`config.mk`:
```
export PLATFORM = sky130hd
export DESIGN_NAME = uart_wb_arbiter
export DESIGN_NICKNAME = d
export VERILOG_FILES = /design/src/rtl/uart_wb_arbiter.sv
export SDC_FILE = /design/constraint.sdc
export NUM_CORES = 1
export LEC_CHECK = 0
export ABC_AREA = 1
export CAP_MARGIN = 5
export CORE_MARGIN = 2
export CORE_UTILIZATION = 45
export CTS_BUF_LIST = sky130_fd_sc_hd__clkbuf_4 sky130_fd_sc_hd__clkbuf_8
export DETAILED_ROUTE_END_ITERATION = 7
export GPL_TIMING_DRIVEN = 0
export PLACE_DENSITY = 0.85
export SETUP_SLACK_MARGIN = 0.02
export SLEW_MARGIN = 15
export SYNTH_ARGS = -nofsm -noshare
export SYNTH_HDL_FRONTEND = slang
export SYNTH_SLANG_ARGS = --single-unit
export TNS_END_PERCENT = 20
```
`constraint.sdc`:
```
create_clock -name clk_i -period 3.6 [get_ports clk_i]
set_clock_uncertainty 0.15 [all_clocks]
set_input_delay 0.54 -clock clk_i [delete_from_list [all_inputs] [get_ports clk_i]]
set_output_delay 0.54 -clock clk_i [all_outputs]
set_load 0.02 [all_outputs]
```
`src/rtl/uart_wb_arbiter.sv`:
```
// uart_wb_arbiter: shares one Wishbone classic slave (the uart_tx character
// port) between NUM_REQ Wishbone classic masters. Grants are round-robin and
// stay locked for a master's whole cycle. A per-cycle watchdog aborts slave
// transfers that never ack and reports them through that master's err line.
module uart_wb_arbiter #(
  parameter int NUM_REQ = 3,
  parameter int DATA_W  = 8,
  parameter int TIMEOUT = 1024
) (
  input  logic                      clk_i,
  input  logic                      rst_i,
  input  logic [NUM_REQ-1:0]        m_cyc_i,
  input  logic [NUM_REQ-1:0]        m_stb_i,
  input  logic [NUM_REQ-1:0]        m_we_i,
  input  logic [NUM_REQ*DATA_W-1:0] m_dat_i,
  output logic [NUM_REQ-1:0]        m_ack_o,
  output logic [NUM_REQ-1:0]        m_err_o,
  output logic                      s_cyc_o,
  output logic                      s_stb_o,
  output logic                      s_we_o,
  output logic [DATA_W-1:0]         s_dat_o,
  input  logic                      s_ack_i,
  output logic [NUM_REQ-1:0]        grant_o,
  output logic                      busy_o
);

  localparam int IDX_W = $clog2(NUM_REQ);
  // The counter only has to reach TIMEOUT-1 before the abort fires.
  localparam int CNT_W = (TIMEOUT > 2) ? $clog2(TIMEOUT) : 1;
  localparam logic [CNT_W-1:0] WD_LAST = CNT_W'((TIMEOUT > 0) ? TIMEOUT - 1 : 0);
  localparam bit WD_EN = (TIMEOUT > 0);

  typedef enum logic [1:0] {IDLE, GRANT, ABORT} state_t;

  state_t             state, state_next;
  logic [IDX_W-1:0]   grant_idx, grant_idx_next;
  logic [IDX_W-1:0]   last, last_next;
  logic [CNT_W-1:0]   wd_cnt, wd_cnt_next;
  logic [NUM_REQ-1:0] err_q, err_next;
  logic [IDX_W-1:0]   pick_idx;
  logic               pick_valid;
  int                 cand;

  // Round-robin pick: first requester scanning upward from last+1 with wrap.
  always_comb begin
    pick_idx   = '0;
    pick_valid = 1'b0;
    cand       = 0;
    for (int i = 1; i <= NUM_REQ; i++) begin
      cand = int'(last) + i;
      if (cand >= NUM_REQ) cand = cand - NUM_REQ;
      if (!pick_valid && m_cyc_i[cand[IDX_W-1:0]]) begin
        pick_valid = 1'b1;
        pick_idx   = cand[IDX_W-1:0];
      end
    end
  end

  // Next-state, watchdog and output decode from the registered state/grant.
  always_comb begin
    // NOTE: every signal gets a default before the case so no path can leave
    // one unassigned; that is what keeps this block free of inferred latches.
    state_next     = state;
    grant_idx_next = grant_idx;
    last_next      = last;
    wd_cnt_next    = '0;
    err_next       = '0;
    grant_o        = '0;
    busy_o         = 1'b0;
    s_cyc_o        = 1'b0;
    s_stb_o        = 1'b0;
    s_we_o         = 1'b0;
    s_dat_o        = '0;
    m_ack_o        = '0;

    case (state)
      IDLE: begin
        if (pick_valid) begin
          state_next     = GRANT;
          grant_idx_next = pick_idx;
        end
      end

      GRANT: begin
        grant_o[grant_idx] = 1'b1;
        busy_o             = 1'b1;
        s_cyc_o            = m_cyc_i[grant_idx];
        s_stb_o            = m_stb_i[grant_idx];
        s_we_o             = m_we_i[grant_idx];
        s_dat_o            = m_dat_i[grant_idx*DATA_W +: DATA_W];
        m_ack_o[grant_idx] = s_ack_i;
        if (!m_cyc_i[grant_idx]) begin
          state_next = IDLE;
          last_next  = grant_idx;
        end else if (WD_EN && s_stb_o && !s_ack_i) begin
          // An ack in the final waiting cycle takes the else-branch above
          // this one never runs, so a late ack always beats the abort.
          if (wd_cnt == WD_LAST) begin
            state_next          = ABORT;
            err_next[grant_idx] = 1'b1;
          end else begin
            wd_cnt_next = wd_cnt + 1'b1;
          end
        end
      end

      ABORT: begin
        // Slave side stays quiet and its ack is ignored until the master lets go.
        grant_o[grant_idx] = 1'b1;
        busy_o             = 1'b1;
        if (!m_cyc_i[grant_idx]) begin
          state_next = IDLE;
          last_next  = grant_idx;
        end
      end

      default: state_next = IDLE;
    endcase

    m_err_o = err_q;
  end

  // State, grant, priority pointer, watchdog and error pulse registers.
  always_ff @(posedge clk_i) begin
    // NOTE: sequential state uses non-blocking assignments so every register
    // samples the values from before this edge, independent of statement order.
    if (rst_i) begin
      state     <= IDLE;
      grant_idx <= '0;
      last      <= IDX_W'(NUM_REQ - 1);
      wd_cnt    <= '0;
      err_q     <= '0;
    end else begin
      state     <= state_next;
      grant_idx <= grant_idx_next;
      last      <= last_next;
      wd_cnt    <= wd_cnt_next;
      err_q     <= err_next;
    end
  end

endmodule
```
==> results.cfg, run 1 <==
[timing]
setup_viol = 0
worst_slack_ns = 0.6058
slew_headroom_pct = 65.96
setup_tns_ns = 0
maxSlewViolCount = 0
whs_ns = 0.3035
layout_min_cycle_time_ns = 2.994
fmax_mhz = 334.0
finalCritPeriodShare_pct = 83.17
rsz0062_at_grt = no
worst_pin_slew_ns = 0.5106
finalHoldViolCount = 0

[floorplan]
die_y_um = 59.18
io_pins = 57
core_um2 = 2978
rows = 20
initial_core_util_pct = 46.01
dieArea_um2 = 3502
die_w_um = 59.18

[route]
via_per_inst = 4.838
ant_nets = 0
drc = 0
first_pass_iters = 4
wl_per_cell_um = 11.44
vias = 1524
initialDrtViolationCount = 108
finalWirelength_um = 3605

[cts]
root_buffer = clkbuf_4
post_cts_buffers = 0
ctsResizeCount = 0
clockBufferDepth = 2
path_clk_slew_ns = 0.10
holdBufCountCts = 0
clock_latency_ns = 0.30
cts_buffers = 3
h-tree-depth = 1
clock_sinks = 19
cts_tree = built

[place]
place_congestion = 0.9141
preCtsSetupSlack_ns = 0.7573
portBuffers = 56
placed_area_um2 = 1972
dpl.hpwl_um = 2919

[logic_synthesis]
synth_seq_area_share_pct = 27.76
synth_area_leader_cell = dfxtp_1
avgSynthCellArea_um2 = 6.171
yosysTopAreaCellShare_pct = 27.76
synth_area_leaders = dfxtp_1 (28%), nand2_1 (20%), inv_1 (9.0%)
ys_seq_elements = 19
ys_types = 26
synthesis.area_um2 = 1370
synth_nets = 265
synthCells = 222
synth_warnings = 0

[layout]
nets = 326
layout-drive-gt1-share_pct = 6.028
synthToLayoutAreaGrowth_pct = 46.12
fillers = 280
n_antenna_cell = 0
final_util_pct = 67.23
final_common_cell = nand2_1
stdcell_area_um2 = 2002
final_cell_mix = nand2_1 (73), clkdlybuf4s50_1 (56), inv_1 (33)

[global_route]
grt_use_total_pct = 20.49
grt_overflow = 0
grt_pass1_vias = 1325
antenna_found_initial = 0
grt_start_max_net_pins = 11
grt_pass1_wl_um = 5616

[setup_path]
path_class = reg2out
end_kind = primary output
critical_path_peak_fanout = 10
r2r_start = last[0]
r2r_cells = 12
required_ns = 2.91
reg2reg_setup_slack_ns = 1.44
worst_ep_arrival_time_ns = 2.30
cp-start-kind = register
r2r_end = state[0]

[power]
power_frac_seq_pct = 23.0
p_sw_uw = 522.1
clkPwrFrac_pct = 10.6
intPower_uw = 570.6
p_comb_share_pct = 66.4
max-vdd-ir-drop_mv = 0.2637
p_per_area_nw_per_um2 = 545.8
power.leakage_nw = 0.9100
p_sw_share_pct = 47.78

[hold_path]
hold_path_depth = 1
worstHoldStart = wd_cnt[0]
worstHoldEndpoint = wd_cnt[0]
hp-class = reg2reg

[run]
maxCapViolCount = 0

[outcome]
status = finished, final reports clean
[final cells by class]
type	count	area, um2	share of cell area (%)
buffer	5	20.02	1.000
clock buffer	4	30.03	1.500
inverter	34	127.6	6.375
multi-input combinational	164	842.1	42.06
sequential	19	380.4	19.00
tap	33	41.29	2.063
timing repair buffer	56	560.5	28.00
[state kept, by name, summed over array words and instances (netlist names)]
register,flops
wd_cnt,10
m_err_o,3
grant_idx,2
last,2
state,2
[metal layers]
| layer | global-route usage [%] | up-vias | routed length, um |
|---|---|---|---|
| met5 | 0 | - | 0 |
| met4 | 5.195 | 0 | 23 |
| met3 | 1.965 | 4 | 81 |
| met2 | 37.14 | 20 | 1882 |
| met1 | 25.88 | 681 | 1617 |
| li1 | - | 819 | - |
[through the flow]
step | power (mW) | std cells
2_1_floorplan | 0.7314 | 222
3_3_place_gp | 0.9686 | 311
3_5_place_dp | 0.9786 | 311
4_1_cts | 1.097 | 315
5_1_grt | 1.193 | 315
6_report | 1.093 | 315
[Yosys cell counts]
| library cell | instances |
|---|---|
| nand3_1 | 15 |
| nor2_1 | 30 |
| dfxtp_1 | 19 |
| o211ai_1 | 1 |
| nand3b_1 | 1 |
| inv_2 | 1 |
| nand3_4 | 1 |
| a22oi_1 | 8 |
| xnor2_1 | 1 |
| nor3b_2 | 4 |
| or2_2 | 2 |
| ha_1 | 7 |
| nand2_2 | 1 |
| nand4_1 | 5 |
| nor2_4 | 1 |
| a21oi_1 | 6 |
| o21ai_0 | 3 |
| xor2_1 | 1 |
| inv_1 | 33 |
| nand3_2 | 1 |
| nor2_2 | 1 |
| buf_1 | 1 |
| nand2_1 | 73 |
| nor3_1 | 2 |
| buf_2 | 1 |
| clkbuf_1 | 3 |
[worst max-delay path, cell delays in order (launching register included)]
cell and delay, ns:
dfxtp_1 0.40, inv_1 0.11, nor2_1 0.14, clkbuf_1 0.43
a22oi_1 0.13, nand2_1 0.09, nand2_1 0.05, inv_1 0.06
clkdlybuf4s50_1 0.60
[power by group through the flow]
stage	registers (mW)	clock network (mW)	logic, mW
floorplan	0.251	0	0.481
global placement	0.255	0	0.714
detailed placement	0.256	0	0.723
CTS	0.251	0.120	0.727
global route	0.255	0.125	0.813
finish	0.251	0.116	0.726
[how the worst max path moves through the flow]
stage                 start    endpoint  slack (ns)  cells past startpoint
2_1_floorplan  grant_idx[0]  grant_o[1]        1.71                      5
3_3_place_gp     m_cyc_i[2]     s_cyc_o        0.77                      6
3_5_place_dp     m_cyc_i[2]     s_cyc_o        0.76                      6
4_1_cts        grant_idx[0]  s_dat_o[0]        0.63                      8
5_1_grt        grant_idx[0]  s_dat_o[4]        0.45                      8
6_report       grant_idx[0]  s_dat_o[3]        0.61                      8
[cells by family (layout without fill, tap and decap cells)]
kind of cell               Yosys count  count (layout)  synth area share (%)
AOI/OAI and AO/OA                   18              18                 8.219
xor gates and xnor gates             2               2                 1.279
adders and majority gates            7               7                 6.392
buffers and inverters               39              99                 10.78
DFF                                 19              19                 27.76
and+or+nand+nor                    137             137                 45.57
(Power assumes the default switching activity.)
==> run 2, diff against run 1 <==
Settings changed: CORE_UTILIZATION 45 to 40, PLACE_DENSITY 0.85 to 0.8.
Clock period 3.6 ns to 2.6 ns, I/O delays scaled along.
==> results.cfg, run 2 (same netlist as run 1, synthesis figures left out) <==
[place]
placed_cells = 324
dpl.hpwl_um = 2913
place_congestion = 0.8204
portBuffers = 56

[layout]
top_register = wd_cnt
nets = 326
largest_register_ffs = 10
final_common_cell = nand2_1
layout-drive-gt1-share_pct = 7.801
n_antenna_cell = 0
synthToLayoutAreaGrowth_pct = 50.50
final_cell_mix = nand2_1 (73), clkdlybuf4s50_1 (44), inv_1 (33)
stdcell_count = 328

[setup_path]
cp-start-kind = register
r2r_start = last[0]
path_common_cell = nor2_1
end_kind = primary output
path_class = reg2out
required_ns = 2.06
cp_slowest_cell = clkdlybuf4s50_1
cp-startpoint = grant_idx[0]
r2r_cells = 12
worst_ep_arrival_time_ns = 1.94
reg2reg_setup_slack_ns = 0.44
r2r_end = state[0]
worstPathCellList = nor2_1 > clkbuf_4 > inv_1 > nor2_1 > clkdlybuf4s50_1
critPathMaxStageDelay_ns = 0.61
crit_end = m_ack_o[0]
critical_path_peak_fanout = 10

[power]
clkPwrFrac_pct = 10.2
max-vdd-ir-drop_mv = 0.4075
power_frac_seq_pct = 23.0
p_sw_share_pct = 47.59
intPower_uw = 795.4
power.leakage_nw = 1.122
p_sw_uw = 722.2
p_per_area_nw_per_um2 = 736.0
p_comb_share_pct = 66.8
p_total_mw = 1.518

[cts]
root_buffer = clkbuf_4
h-tree-depth = 1
cts_tree = built
holdBufCountCts = 0
path_clk_slew_ns = 0.10
clockBufferDepth = 2
cts_buffers = 3
post_cts_buffers = 0
clock_latency_ns = 0.29
clock_sinks = 19

[floorplan]
die_y_um = 62.53
die_w_um = 62.53
io_pins = 57
core_um2 = 3311
rows = 21
dieArea_um2 = 3909
initial_core_util_pct = 41.38

[route]
drc = 0
ant_nets = 0
via_per_inst = 4.640
initialDrtViolationCount = 119
finalWirelength_um = 3650
first_pass_iters = 4
vias = 1522
wl_per_cell_um = 11.13

[timing]
finalHoldViolCount = 0
worst_pin_slew_ns = 0.2597
finalCritPeriodShare_pct = 95.52
layout_min_cycle_time_ns = 2.483
setup_tns_ns = 0
setup_viol = 0
slew_headroom_pct = 82.66
rsz0062_at_grt = no
maxSlewViolCount = 0
fmax_mhz = 402.7

[global_route]
grt_overflow = 0
antenna_found_initial = 0
grt_start_max_net_pins = 11
grt_use_total_pct = 19.70
grt_pass1_vias = 1497
grt_pass1_wl_um = 6396

[outcome]
status = finished, final reports clean

[run]
maxCapViolCount = 0

[hold_path]
hp-class = reg2reg
==> run 2: changes by cell type in the layout (fill, tap and decap cells not counted), sizes merged <==
cell	change
dlymetal6s2s	+12
clkdlybuf4s50	-12
==> run 2: what timing repair did <==
action	4_1_cts	5_1_grt
resized for setup	6	15
pin swaps	0	0
endpoints found under the setup margin	16	16
cloned	0	0
==> run 2: per-layer routing <==
metal	GRT usage (%)	routed length [um]	vias up
met2	36.02	1830	34
met4	6.389	61	0
li1	-	-	814
met1	23.39	1627	665
met5	0	0	-
met3	3.063	131	9
==> run 2: stage by stage <==
step	cell area [um2]	utilization (%)	hold WS (ns)	worst slack (ns)
floorplan	1370	-	0.2676	0.7076
global placement	1988	60.05	0.2811	0.06389
detailed placement	1988	60.05	0.2962	0.05410
CTS	2028	61.26	0.3137	0.02159
global route	2062	62.28	0.3395	0.01137
finish	2062	62.28	0.3083	0.1166
==> run 2: worst min path at each step <==
stage	from	to	slack, ns	cells past startpoint
after CTS	wd_cnt[0]	wd_cnt[0]	0.31	1
after global routing	wd_cnt[0]	wd_cnt[0]	0.34	1
after floorplan	wd_cnt[0]	wd_cnt[0]	0.27	1
after global placement	wd_cnt[0]	wd_cnt[0]	0.28	1
final	wd_cnt[0]	wd_cnt[0]	0.31	1
after detailed placement	wd_cnt[0]	wd_cnt[0]	0.30	1
==> run 2: area by class of cell <==
type	instances	area, um2
tap	46	57.56
fill	332	1249
multi-input combinational	164	842.1
buffer	5	32.53
clock buffer	4	30.03
sequential	19	381.6
inverter	34	127.6
timing repair buffer	56	590.6
==> run 2: power groups by stage <==
stage                     clock network [mW]  logic (mW)  registers [mW]
after global routing                   0.175        1.14           0.353
after CTS                              0.162        1.02           0.347
final                                  0.155        1.01           0.349
after floorplan                            0       0.665           0.347
after detailed placement                   0        1.00           0.354
after global placement                     0       0.991           0.353
==> run 2: worst max-delay path, delay by kind of cell (launching register included) <==
kind | cells | cell delay (ns)
AND/OR/NAND/NOR | 2 | 0.32
buffers and inverters | 3 | 0.96
flip-flops | 1 | 0.36
==> run 3, diff against run 2 <==
Settings changed: CORE_ASPECT_RATIO from default to 0.9, CTS_BUF_LIST sky130_fd_sc_hd__clkbuf_4 sky130_fd_sc_hd__clkbuf_8 to sky130_fd_sc_hd__clkbuf_2.
==> results.cfg, run 3 (same netlist as run 1, synthesis figures left out) <==
[cts]
holdBufCountCts = 0
root_buffer = clkbuf_2
post_cts_buffers = 0
clock_latency_ns = 0.31
path_clk_slew_ns = 0.20
cts_tree = built
cts_buffers = 3
h-tree-depth = 1
clockBufferDepth = 2
clock_sinks = 19

[floorplan]
dieArea_um2 = 3910
die_y_um = 59.52
initial_core_util_pct = 41.17
io_pins = 57
rows = 20
die_w_um = 65.69
core_um2 = 3328

[layout]
n_antenna_cell = 0
largest_register_ffs = 10
final_common_cell = nand2_1
synthToLayoutAreaGrowth_pct = 50.41
stdcell_area_um2 = 2061
final_cell_mix = nand2_1 (73), clkdlybuf4s50_1 (42), inv_1 (33)
nets = 326
layout-drive-gt1-share_pct = 8.156
top_register = wd_cnt

[setup_path]
required_ns = 2.06
worst_ep_arrival_time_ns = 1.94
reg2reg_setup_slack_ns = 0.43
path_class = reg2out
cp-start-kind = register
critPathMaxStageDelay_ns = 0.61
end_kind = primary output
critical_path_peak_fanout = 10
r2r_end = grant_idx[1]
worstPathCellList = inv_1 > nor2_1 > clkbuf_4 > inv_1 > nor2_1 > clkdlybuf4s50_1
cp_slowest_cell = clkdlybuf4s50_1
r2r_cells = 13
r2r_start = last[0]

[timing]
layout_min_cycle_time_ns = 2.480
finalCritPeriodShare_pct = 95.37
setup_tns_ns = 0
setup_viol = 0
maxSlewViolCount = 0
worst_pin_slew_ns = 0.2447
fmax_mhz = 403.3
whs_ns = 0.3149
finalHoldViolCount = 0
worst_slack_ns = 0.1204
rsz0062_at_grt = no
slew_headroom_pct = 83.66

[place]
place_congestion = 0.8830
preCtsSetupSlack_ns = 0.04777
portBuffers = 56
dpl.hpwl_um = 2681
placed_area_um2 = 1986

[route]
initialDrtViolationCount = 152
ant_nets = 0
finalWirelength_um = 3389
via_per_inst = 4.730
drc = 0
vias = 1542
first_pass_iters = 4
wl_per_cell_um = 10.40

[global_route]
antenna_found_initial = 0
grt_pass1_vias = 1258
grt_overflow = 0
grt_pass1_wl_um = 5326
grt_use_total_pct = 16.72
grt_start_max_net_pins = 13

[hold_path]
hp-class = reg2reg
hold_path_depth = 1
worstHoldStart = wd_cnt[0]
worstHoldEndpoint = wd_cnt[0]

[power]
p_per_area_nw_per_um2 = 721.8
power.leakage_nw = 1.152
max-vdd-ir-drop_mv = 0.3355

[outcome]
status = finished, final reports clean

[run]
maxCapViolCount = 0
==> run 3: final cells by class <==
class	instances	area, um2
sequential	19	382.9
clock inverter	1	7.507
timing repair buffer	56	595.6
fill	325	1267
inverter	34	127.6
multi-input combinational	164	842.1
buffer	5	35.03
tap	44	55.05
clock buffer	3	15.01
==> run 3: worst max path at each step <==
stage,from,endpoint,slack [ns]
final,grant_idx[0],grant_o[1],0.12
after global routing,grant_idx[0],grant_o[1],0.02
after CTS,grant_idx[0],s_dat_o[7],0.02
after detailed placement,m_cyc_i[1],s_cyc_o,0.05
after global placement,m_cyc_i[1],s_cyc_o,0.05
after floorplan,last[0],grant_idx[0],0.71
==> run 3: worst max-delay path: cells and delay by family, from the launching register on <==
family        cells  cell delay (ns)
buf+inv           4             1.01
flops             1             0.40
simple gates      2             0.22
==> run 3: what timing repair did <==
action	4_1_cts	5_1_grt
endpoints found under the setup margin	16	15
pin swaps	0	0
gates resized for setup	8	16
==> run 3: metal layers <==
metal	wire [um]	track usage [%]
met5	0	0
met2	1567	28.72
met4	14	2.976
met3	263	2.281
met1	1543	22.65
==> run 3: power breakdown <==
part	internal, mW	total (mW)	switching, mW
Combinational	0.406	1.01	0.603
Sequential	0.323	0.349	0.0256
Clock	0.0359	0.130	0.0943
==> run 3: stage by stage <==
stage	cells	total power [mW]	utilization [%]
6_report	326	1.487	61.92
5_1_grt	326	1.630	61.92
4_1_cts	326	1.500	60.75
3_5_place_dp	322	1.349	59.66
3_3_place_gp	322	1.341	59.66
2_1_floorplan	222	1.013	-
